==> config.mk <==
export PLATFORM = sky130hd
export DESIGN_NAME = spike_output_collector
export DESIGN_NICKNAME = d
export VERILOG_FILES = /design/src/rtl/spike_output_collector.sv
export SDC_FILE = /design/constraint.sdc
export NUM_CORES = 1
export LEC_CHECK = 0
export ABC_AREA = 1
export CAP_MARGIN = 10
export CORE_MARGIN = 2
export CORE_UTILIZATION = 40
export DETAILED_ROUTE_END_ITERATION = 10
export GPL_TIMING_DRIVEN = 0
export PLACE_DENSITY_LB_ADDON = 0.05
export SYNTH_ARGS = -nofsm -noshare
export SYNTH_HDL_FRONTEND = slang
export SYNTH_SLANG_ARGS = --single-unit
==> constraint.sdc <==
create_clock -name system_clock -period 2.89 [get_ports system_clock]
set_clock_uncertainty 0.05 [all_clocks]
set_input_delay 0.289 -clock system_clock [delete_from_list [all_inputs] [get_ports system_clock]]
set_output_delay 0.289 -clock system_clock [all_outputs]
set_load 0.01 [all_outputs]
==> src/rtl/spike_output_collector.sv <==
// Spike output collector: timestamps SNN time steps, queues non-zero spike
// vectors in a small show-ahead event FIFO for a host reader, and keeps
// saturating per-neuron spike counts plus a dropped-event counter.

// Saturating spike counter for a single output neuron.
module spike_counter_lane #(
    parameter int CNT_WIDTH = 8
) (
    input  logic                 system_clock,
    input  logic                 rst_n,
    input  logic                 clear,
    input  logic                 inc,
    output logic [CNT_WIDTH-1:0] count
);

    // Count spikes, holding at all-ones; clear wins over increment.
    always_ff @(posedge system_clock or negedge rst_n) begin
        if (!rst_n)
            count <= '0;
        else if (clear)
            count <= '0;
        else if (inc && (count != {CNT_WIDTH{1'b1}}))
            count <= count + CNT_WIDTH'(1);
    end

endmodule

module spike_output_collector #(
    parameter int N_OUT     = 2,
    parameter int TS_WIDTH  = 6,
    parameter int DEPTH     = 8,
    parameter int CNT_WIDTH = 8
) (
    input  logic                       system_clock,
    input  logic                       rst_n,
    input  logic                       step_valid,
    input  logic [N_OUT-1:0]           output_spikes,
    input  logic                       clear,
    output logic                       evt_valid,
    output logic [TS_WIDTH+N_OUT-1:0]  evt_data,
    input  logic                       evt_ready,
    output logic [$clog2(DEPTH):0]     fifo_count,
    output logic [N_OUT*CNT_WIDTH-1:0] spike_counts,
    output logic [TS_WIDTH-1:0]        timestamp,
    output logic                       overflow,
    output logic [CNT_WIDTH-1:0]       drop_count
);

    localparam int AW = $clog2(DEPTH);
    localparam int CW = AW + 1;
    localparam int EW = TS_WIDTH + N_OUT;
    localparam logic [CW-1:0] FULL = CW'(DEPTH);

    logic [DEPTH-1:0][EW-1:0] mem;
    logic [AW-1:0]            wr_ptr;
    logic [AW-1:0]            rd_ptr;
    logic                     push_req;
    logic                     pop;
    logic                     push;
    logic                     drop;

    // Head of the FIFO is presented straight from registers (show-ahead).
    assign evt_valid = (fifo_count != '0);
    assign evt_data  = mem[rd_ptr];

    // A full FIFO still takes a push if the reader frees a slot this cycle.
    assign push_req = step_valid && (output_spikes != '0);
    assign pop      = evt_valid && evt_ready;
    assign push     = push_req && ((fifo_count != FULL) || pop);
    assign drop     = push_req && !push;

    // Event storage; zeroed on reset/clear so evt_data reads 0 when empty.
    always_ff @(posedge system_clock or negedge rst_n) begin
        if (!rst_n)
            mem <= '0;
        else if (clear)
            mem <= '0;
        else if (push)
            mem[wr_ptr] <= {timestamp, output_spikes};
    end

    // FIFO pointers and occupancy; simultaneous push and pop keep the count.
    always_ff @(posedge system_clock or negedge rst_n) begin
        if (!rst_n) begin
            wr_ptr     <= '0;
            rd_ptr     <= '0;
            fifo_count <= '0;
        end else if (clear) begin
            wr_ptr     <= '0;
            rd_ptr     <= '0;
            fifo_count <= '0;
        end else begin
            if (push)
                wr_ptr <= wr_ptr + AW'(1);
            if (pop)
                rd_ptr <= rd_ptr + AW'(1);
            if (push && !pop)
                fifo_count <= fifo_count + CW'(1);
            else if (pop && !push)
                fifo_count <= fifo_count - CW'(1);
        end
    end

    // Step index; an event pushed this cycle carries the pre-increment value.
    always_ff @(posedge system_clock or negedge rst_n) begin
        if (!rst_n)
            timestamp <= '0;
        else if (clear)
            timestamp <= '0;
        else if (step_valid)
            timestamp <= timestamp + TS_WIDTH'(1);
    end

    // Sticky overflow flag and saturating drop counter.
    always_ff @(posedge system_clock or negedge rst_n) begin
        if (!rst_n) begin
            overflow   <= 1'b0;
            drop_count <= '0;
        end else if (clear) begin
            overflow   <= 1'b0;
            drop_count <= '0;
        end else if (drop) begin
            overflow <= 1'b1;
            if (drop_count != {CNT_WIDTH{1'b1}})
                drop_count <= drop_count + CNT_WIDTH'(1);
        end
    end

    // One saturating counter per neuron; counts even when the push is dropped.
    for (genvar i = 0; i < N_OUT; i++) begin : g_lane
        spike_counter_lane #(
            .CNT_WIDTH (CNT_WIDTH)
        ) u_lane (
            .system_clock (system_clock),
            .rst_n        (rst_n),
            .clear        (clear),
            .inc          (step_valid && output_spikes[i]),
            .count        (spike_counts[i*CNT_WIDTH +: CNT_WIDTH])
        );
    end

endmodule

==> results by stage, run 1 <==
Status:
- The run finished, with violations left.
- The final reports fail on hold timing.

Route:
- For this run, the detailed router's first-pass iteration total came to 5.
- For this run, design rule violations remaining after detail routing come to 0.
- The average routed wire per standard cell is about 17 um.
- Dividing the detail-routed via count by the number of cells gives between 5 and 6.
- The via count of the routed design is 4612.
- The first routing iteration left 430 violations.
- The post-detailed-route count of antenna-violating nets is 0.
- After detailed routing, the total wire length is about 15000 um.

Floorplan:
- The initial cell density of the core is 0.413.
- The number of I/O pins is slightly above 50.
- The height of the chip is between 100 and 150 um.
- The die outline area is around 14000 um^2.
- From left edge to right edge, the die measures around 120 um.
- The core region is 12700 um^2.
- In this run the core area contains a little over 40 standard-cell rows.

Clocking:
- TritonCTS built the clock tree.
- The buffer cell driving the clock tree root is sky130_fd_sc_hd__clkbuf_16.
- The buffer count from post-CTS setup fixing is 0.
- The H-tree was split into 3 levels.
- The number of buffers on the longest clock path is 2.
- Buffers inserted during clock tree synthesis total 9.
- Clock latency on the worst-skew pair, taken at its later pin, is 0.35 ns.
- The clock transition at the registers of the reported paths is ~0.070 ns.
- For this design, the sink count on the clock tree is roughly 110.

Setup path:
- By startpoint and endpoint, the worst setup path is classified as flop to output pin.
- The setup check on the worst reg-to-reg path leaves a slack of between 0.7 and 0.8 ns.
- Data arrives at the worst endpoint at around 2.4 ns.
- The critical path goes through buf_4 > clkbuf_1 > a21oi_1 > o21ai_0 > a31oi_1 > clkdlybuf4s50_1.
- In this run the number of cells on the critical path is 6.
- On the critical path, the stage with the largest delay is an instance of sky130_fd_sc_hd__clkdlybuf4s50_1.
- The reg-to-reg endpoint is fifo_count[3].
- The maximum fanout encountered on the critical timing path is 10.
- The critical path launch point is rd_ptr[1].
- The required time reported for the critical path endpoint is ~2.6 ns.
- The number of buffers and inverters on the critical path is 3.
- STA classifies the critical path startpoint as a flop.
- The end point of the critical path is evt_data[7].
- The type of element capturing the critical path is an output pin.
- The worst reg2reg path depth is 10.
- The cell class contributing the biggest share of worst-path delay is buffers and inverters.
- The startpoint of the worst register-to-register path is fifo_count[0].
- For this run, the slowest stage of the critical path takes 0.58 ns.

Layout:
- The layout cell share with drive strength beyond 1 is 0.0828.
- After filler insertion, the fill cell instance count of the layout stands at approximately 1.3k.
- Summing all multi-input logic gate instances after layout gives 2230 um^2.
- The net count of the finished layout is around 700.
- In the final layout, flip-flops and latches occupy between 2000 and 3000 um^2.
- The number of standard cells in the layout, taps in and fillers out is 860.
- 0 antenna diodes ended up in the layout.
- The relative area change from synthesis to final layout is 19.4%.

STA:
- The fmax is approximately 370 MHz.
- The total count of hold-check failures in the final report was 20.
- On the final layout, the worst hold slack is -0.0342 ns.
- Setup repair after global routing left no endpoint under its margin.
- For the pin with the worst max-slew slack, the measured transition is 0.839 ns.
- Headroom to the max-slew limit came out at 0.441.
- The worst path in the final design needs a cycle of ~2.7 ns, including I/O delays and setup.
- The number of endpoints failing setup at the final stage is 0.
- The minimum setup slack in the final design is 0.178 ns.
- Of the available clock period, the critical path in the final layout requires 0.938.
- The count of final max-slew check failures is 0.

Global routing:
- The number of global-route vias before repair is between 4k and 5k.
- The met2 routing resource usage after global routing is 0.345.
- For this run, the total global-route usage over all layers was measured as 0.221.
- Entering global routing, the biggest net connects 63 pins.
- The global routing met3 resource utilization is 0.0647.
- The global-route wire length before repair is 24300 um.
- The layer with the highest usage after global routing is met2.
- The total global routing overflow is 0.
- In the global route stage, met1 resource usage came out at 0.301.
- The initial antenna violation count is 0.

Yosys:
- The number of nets in the synthesized netlist is 638.
- Dividing the synthesized area by the synthesized cell count gives 8.44 um^2.
- The number of cells produced by synthesis is between 600 and 700.
- The distinct cell type count of the synthesized netlist is 35.
- Yosys mapped a number of flops with a built-in enable equal to 0.
- The netlist area before placement is ~5300 um^2.
- The main flop type after synthesis is sky130_fd_sc_hd__dfrtp_1.
- The share of the Yosys chip area taken by registers is 0.500.
- The number of register bits inferred by synthesis is approximately 110.
- The Yosys warning count is 0.
- After synthesis, the share of flip-flops with an asynchronous set or reset is 1.00.

Placed design:
- The number of cells in the design after placement is roughly 840.
- The detailed-placement wirelength estimate is ~10000 um.
- The worst setup timing slack at the placement stage is between 0.3 and 0.4 ns.
- The count of buffers inserted at the top-level ports is 49.
- The placer congestion estimate is between 0.8 and 0.9.

Pwr:
- The largest voltage drop on the vdd net is between 0.2 and 0.3 mV.
- The static power due to leakage is around 2.8 nW.
- For this design the ratio of total power to cell area is around 620 nW/um^2.

Worst hold path:
- The path class of the tightest hold or removal check is input pin to asynchronous set/reset pin.

Flow run:
- Max-cap violations in this run came to 0.
## worst min path at each step
| stage | from | endpoint | cells past startpoint | slack, ns |
|---|---|---|---|---|
| detailed placement | rst_n | mem[5] | 1 | 0.40 |
| global route | rst_n | mem[13] | 1 | 0.05 |
| finish | rst_n | mem[13] | 1 | -0.03 |
| floorplan | rst_n | drop_count[0] | 0 | -0.06 |
| CTS | rst_n | mem[10] | 1 | 0.02 |
| global placement | overflow | overflow | 2 | 0.44 |
## where the power goes
group          total (mW)  internal, mW  switching (mW)
Combinational        1.15         0.460           0.688
Clock                1.15         0.605           0.547
Sequential           1.61          1.53          0.0764
## flip-flops by register name, indices dropped and copies added (netlist names)
signal	flops
g_lane.u_lane.count	16
overflow	1
fifo_count	4
timestamp	6
drop_count	8
mem	64
rd_ptr	3
wr_ptr	3
## worst reg2reg max path, delay by kind of cell, from the launching register on
kind | cells | cell delay (ns)
simple gates | 7 | 0.87
flops | 1 | 0.42
compound gates | 2 | 0.36
fa+ha+maj | 1 | 0.32
## kinds of logic after synthesis
family,count (synthesis),synth area share
and+or+nand+nor,226,0.204
xor gates and xnor gates,9,0.0150
buffers and inverters,95,0.0755
adders and majority gates,9,0.0229
DFF,105,0.500
AOI/OAI and AO/OA,178,0.182
## cells in the mapped netlist (3+ instances only)
cell | n | area [um^2]
sky130_fd_sc_hd__nand2_1 | 81 | 304
sky130_fd_sc_hd__buf_2 | 5 | 25.0
sky130_fd_sc_hd__nand4_1 | 6 | 37.5
sky130_fd_sc_hd__nand2_4 | 7 | 78.8
sky130_fd_sc_hd__dfrtp_1 | 105 | 2630
sky130_fd_sc_hd__inv_1 | 65 | 244
sky130_fd_sc_hd__nor2_1 | 40 | 150
sky130_fd_sc_hd__xnor2_1 | 4 | 35.0
sky130_fd_sc_hd__xor2_1 | 5 | 43.8
sky130_fd_sc_hd__nand2_2 | 10 | 62.6
sky130_fd_sc_hd__o22ai_1 | 32 | 200
sky130_fd_sc_hd__ha_1 | 8 | 100
sky130_fd_sc_hd__a31oi_1 | 9 | 56.3
sky130_fd_sc_hd__a21oi_1 | 48 | 240
sky130_fd_sc_hd__clkbuf_1 | 15 | 56.3
sky130_fd_sc_hd__o31ai_1 | 3 | 22.5
sky130_fd_sc_hd__o21ai_1 | 14 | 70.1
sky130_fd_sc_hd__nor3_1 | 5 | 25.0
sky130_fd_sc_hd__nand3_1 | 68 | 340
sky130_fd_sc_hd__o21ai_0 | 70 | 350
## final cells by class
class	instances	area share
multi-input cells	422	0.355
flip-flops and latches	105	0.419
plain buffers	26	0.0230
clock inverters	5	0.00499
repair buffers	50	0.0826
well taps	172	0.0343
inverters	69	0.0419
clock buffers	11	0.0387
## what timing repair did
action	CTS	global route
endpoints found under the hold margin	0	0
gates resized for setup	0	10
setup endpoints to repair	0	8
hold buffers	0	0
## metal layers
layer / wire length, um / share of wire
met1: 6600 / 0.44
met2: 7130 / 0.48
met3: 897 / 0.060
met4: 231 / 0.016
met5: 0 / 0
## placed cells by master, fill, tap and decap left out, types with 6 or more instances in the layout
cell type,instances
sky130_fd_sc_hd__a21oi_1,48
sky130_fd_sc_hd__a31oi_1,9
sky130_fd_sc_hd__clkbuf_1,13
sky130_fd_sc_hd__clkbuf_16,9
sky130_fd_sc_hd__clkdlybuf4s50_1,47
sky130_fd_sc_hd__dfrtp_1,104
sky130_fd_sc_hd__ha_1,8
sky130_fd_sc_hd__inv_1,65
sky130_fd_sc_hd__nand2_1,81
sky130_fd_sc_hd__nand2_2,10
sky130_fd_sc_hd__nand2_4,7
sky130_fd_sc_hd__nand3_1,68
sky130_fd_sc_hd__nand4_1,6
sky130_fd_sc_hd__nor2_1,40
sky130_fd_sc_hd__o21ai_0,70
sky130_fd_sc_hd__o21ai_1,14
sky130_fd_sc_hd__o22ai_1,32
## metrics by stage
| step | utilization | hold slack (ns) | TNS (ns) | area [um^2] | power [mW] |
|---|---|---|---|---|---|
| final | 0.493 | -0.0342 | 0 | 6270 | 3.91 |
| after global placement | 0.468 | 0.442 | -280.38 | 5960 | 2.75 |
| after detailed placement | 0.470 | 0.398 | 0 | 5980 | 2.77 |
| after global routing | 0.493 | 0.0475 | 0 | 6270 | 4.14 |
| after floorplan | - | -0.0566 | 0 | 5250 | 2.29 |
| after CTS | 0.492 | 0.0177 | 0 | 6250 | 3.94 |
Power figures use the tool's default switching activity.
==> run 2, diff against run 1 <==
--- a/config.mk
+++ b/config.mk
@@ -11,6 +11,7 @@
 export CORE_UTILIZATION = 40
 export DETAILED_ROUTE_END_ITERATION = 10
 export GPL_TIMING_DRIVEN = 0
+export HOLD_SLACK_MARGIN = 0.12
 export PLACE_DENSITY_LB_ADDON = 0.05
 export SYNTH_ARGS = -nofsm -noshare
 export SYNTH_HDL_FRONTEND = slang
==> constraint.sdc (replaced) <==
create_clock -name system_clock -period 3.1 [get_ports system_clock]
set_clock_uncertainty 0.05 [all_clocks]
set_input_delay 0.31 -clock system_clock [delete_from_list [all_inputs] [get_ports system_clock]]
set_output_delay 0.31 -clock system_clock [all_outputs]
set_load 0.01 [all_outputs]
==> results by stage, run 2 (synthesis gave the netlist of run 1 again) <==
Pwr:
- The switching power is around 1.2 mW.
- Power spread over the standard cell area amounts to around 580 nW/um^2.
- The largest voltage drop on the vdd net is 0.261 mV.
- The internal portion of total power is between 2 and 2.5 mW.
- Of the total power, registers draw 0.411.
- The overall power is about 3.6 mW.
- The portion of total power attributed to combinational logic is 0.293.
- Of the total power, the clock network draws 0.296.
- The switching share of total power is 0.337.
- The analysis attributes to cell leakage a power of 2.78 nW.

Setup path:
- The critical path goes through inv_1 > clkbuf_1 > a21oi_1 > o21ai_0 > nand2_1 > nor2_1 > a31oi_1 > clkdlybuf4s50_1.
- The required time reported for the critical path endpoint is 2.74 ns.
- The worst register-to-register path ends at fifo_count[3].
- The critical path's largest stage delay is about 0.58 ns.
- In this run the worst path has a maximum fanout of 10.
- The critical path is of the flop to output pin type.
- The cell class contributing the biggest share of worst-path delay is buffers and inverters.
- The cell at the slowest stage of the critical path is sky130_fd_sc_hd__clkdlybuf4s50_1.
- The worst endpoint data arrival time is between 2 and 3 ns.
- Counting cells, the worst reg-to-reg path comes to 10.
- The critical path contains buffers and inverters numbering 3 combined.
- The type of element capturing the critical path is an output pin.
- The worst reg-to-reg setup slack is 0.98 ns.
- The worst setup path is launched from a flop.
- The worst register-to-register path begins at fifo_count[0].

Layout:
- The relative area change from synthesis to final layout is 19.4%.
- In the final layout, the registers with the most flip-flops are mem x64, g_lane.u_lane.count x16, drop_count x8.
- The filler cells instantiated in the layout total 1293.
- The library cells used most frequently in the layout, excluding fill and tap cells, are sky130_fd_sc_hd__dfrtp_1, sky130_fd_sc_hd__nand2_1, sky130_fd_sc_hd__o21ai_0.
- The post-route standard cell area excluding fillers is ~6300 um^2.
- The antenna cell count is 0.
- The most common cell after layout, fill and taps aside is sky130_fd_sc_hd__dfrtp_1.
- The register name with the most flops is mem.
- The final-stage net count is 700.
- Of the cells placed in the final design, the portion with a size suffix greater than 1 is 0.0769.
- The flip-flop count of the largest register, all copies and words added is 64.

Route:
- The post-detailed-route count of antenna-violating nets is 0.
- The mean number of vias per cell is 5.35.
- Summed over all nets, wire length on met2 after detailed routing comes to 7050 um.
- Wires add up to approximately 15000 um.
- The iteration-0 DRC count of the detailed router is around 340.
- The highest layer touched by signal routing is met4.
- The final route contains about 4.6k vias.
- After detailed routing, the average wire length per cell comes to roughly 17 um.
- The met1 routed wirelength after detailed routing is roughly 6700 um.
- The number of detailed-routing iterations run before antenna repair is 5.
- The met3 routed wirelength is around 860 um.
- The count of unresolved DRC violations after routing is 0.

Clocking:
- The TritonCTS clock tree is built.
- In this run, CTS created clock tree buffers numbering 9.
- The clock network latency to the later pin of the worst-skew pair is about 0.36 ns.
- The clock transition at the registers of the reported paths is ~0.070 ns.
- The number of H-tree branching levels is 3.
- The buffer cell driving the clock tree root is sky130_fd_sc_hd__clkbuf_16.
- The buffer count from post-CTS setup fixing is 0.
- The clock passes through at most 2 buffers.
- CTS saw about 110 sinks.

STA:
- The worst pin sits at a relative slew slack of 0.442.
- The count of final max-slew check failures was 0.
- The total count of hold-check failures in the final report is 0.
- The share of the cycle needed by the critical path after routing is 0.939.
- Derived from the worst setup path, the maximum achievable clock frequency is roughly 340 MHz.
- Setup violations remaining at the end of the flow were counted as 0.
- Setup repair after global routing left no endpoint under its margin.
- Hold is met by between 0.15 and 0.2 ns.
- At the pin with the least slew margin, the transition time is ~0.84 ns.
- After layout, the minimum clock period comes to roughly 2.9 ns.

Floorplan:
- The core region area is between 10000 and 15000 um^2.
- The die outline area is 14100 um^2.
- For this configuration, the core starts out at a cell density of 0.413.
- 51 I/O pins were placed.
- The height of the chip is approximately 120 um.
- The die span in x is around 120 um.
- The number of cell rows is slightly above 40.

Placed design:
- The placer congestion estimate is about 0.86.
- The count of buffers inserted at the top-level ports is between 40 and 50.
- The area after detailed placement is ~6000 um^2.
- The wire-length estimate of the detail-placed layout is 10400 um.

Flow run:
- The number of violations of the max-capacitance limit is 0.

Status:
- The flow ran to the end, and the final reports show no timing, DRC or antenna violations.

Worst hold path:
- The number of stages on the worst hold path is 2.
- The worst hold path begins at step_valid.
- The worst hold path terminates at timestamp[1].
- The tightest min-delay check is of the input pin to flop type.

Global routing:
- The global-route wire length before repair is roughly 24000 um.
- The total overflow left after global routing is 0.
- Entering global routing, the biggest net connects 63 pins.
- The overall fraction of global-route tracks in use is 0.221.
- The number of global-route vias before repair came to roughly 4.5k.
- The initial antenna violation count is 0.
==> run 2: power groups by stage <==
stage / clock network, mW / logic (mW) / registers, mW
3_5_place_dp: 0 / 1.06 / 1.52
5_1_grt: 1.16 / 1.19 / 1.51
4_1_cts: 1.11 / 1.06 / 1.50
2_1_floorplan: 0 / 0.617 / 1.52
3_3_place_gp: 0 / 1.04 / 1.52
6_report: 1.08 / 1.07 / 1.50
==> run 2: layout make-up <==
class,count,area [um^2],area share
sequential,105,2630,0.419
multi-input combinational,422,2230,0.355
timing repair buffer,51,526,0.0839
inverter,69,259,0.0413
clock buffer,11,243,0.0387
tap,172,215,0.0343
buffer,26,139,0.0222
clock inverter,5,31.3,0.00499
==> run 2: stage by stage <==
step,std cells,util,setup slack [ns],TNS (ns)
floorplan,622,-,1.16,0
global placement,843,0.468,-2.49,-260.54
detailed placement,844,0.470,0.575,0
CTS,861,0.492,0.191,0
global route,861,0.493,0.00279,0
finish,861,0.493,0.190,0
==> run 2: worst max path at each step <==
stage	from	endpoint	slack, ns	depth (start not counted)
after floorplan	fifo_count[0]	fifo_count[3]	1.16	10
after global placement	rst_n	drop_count[5]	-2.49	1
after detailed placement	rd_ptr[0]	evt_data[6]	0.58	7
after CTS	rd_ptr[0]	evt_data[6]	0.19	7
after global routing	rd_ptr[0]	evt_data[6]	0.003	8
final	rd_ptr[0]	evt_data[6]	0.19	8
==> run 2: routing by layer <==
metal / GRT usage / vias to the layer above
met1: 0.301 / 2197
met3: 0.0642 / 23
met5: 0 / -
li1: - / 2246
met2: 0.345 / 137
met4: 0.0565 / 0
==> run 2: what timing repair did <==
action,in CTS,in global routing
endpoints found under the hold margin,61,0
resized for setup,0,2
hold buffers,1,0
endpoints found under the setup margin,0,1
==> run 3, diff against run 2 <==
--- a/config.mk
+++ b/config.mk
@@ -9,10 +9,12 @@
 export CAP_MARGIN = 10
 export CORE_MARGIN = 2
 export CORE_UTILIZATION = 40
+export CTS_CLUSTER_DIAMETER = 80
 export DETAILED_ROUTE_END_ITERATION = 10
 export GPL_TIMING_DRIVEN = 0
 export HOLD_SLACK_MARGIN = 0.12
 export PLACE_DENSITY_LB_ADDON = 0.05
+export SKIP_LAST_GASP = 1
 export SYNTH_ARGS = -nofsm -noshare
 export SYNTH_HDL_FRONTEND = slang
 export SYNTH_SLANG_ARGS = --single-unit
==> results of run 3 <==
Same layout as run 2: the final DEF is identical, and so are final timing and power.
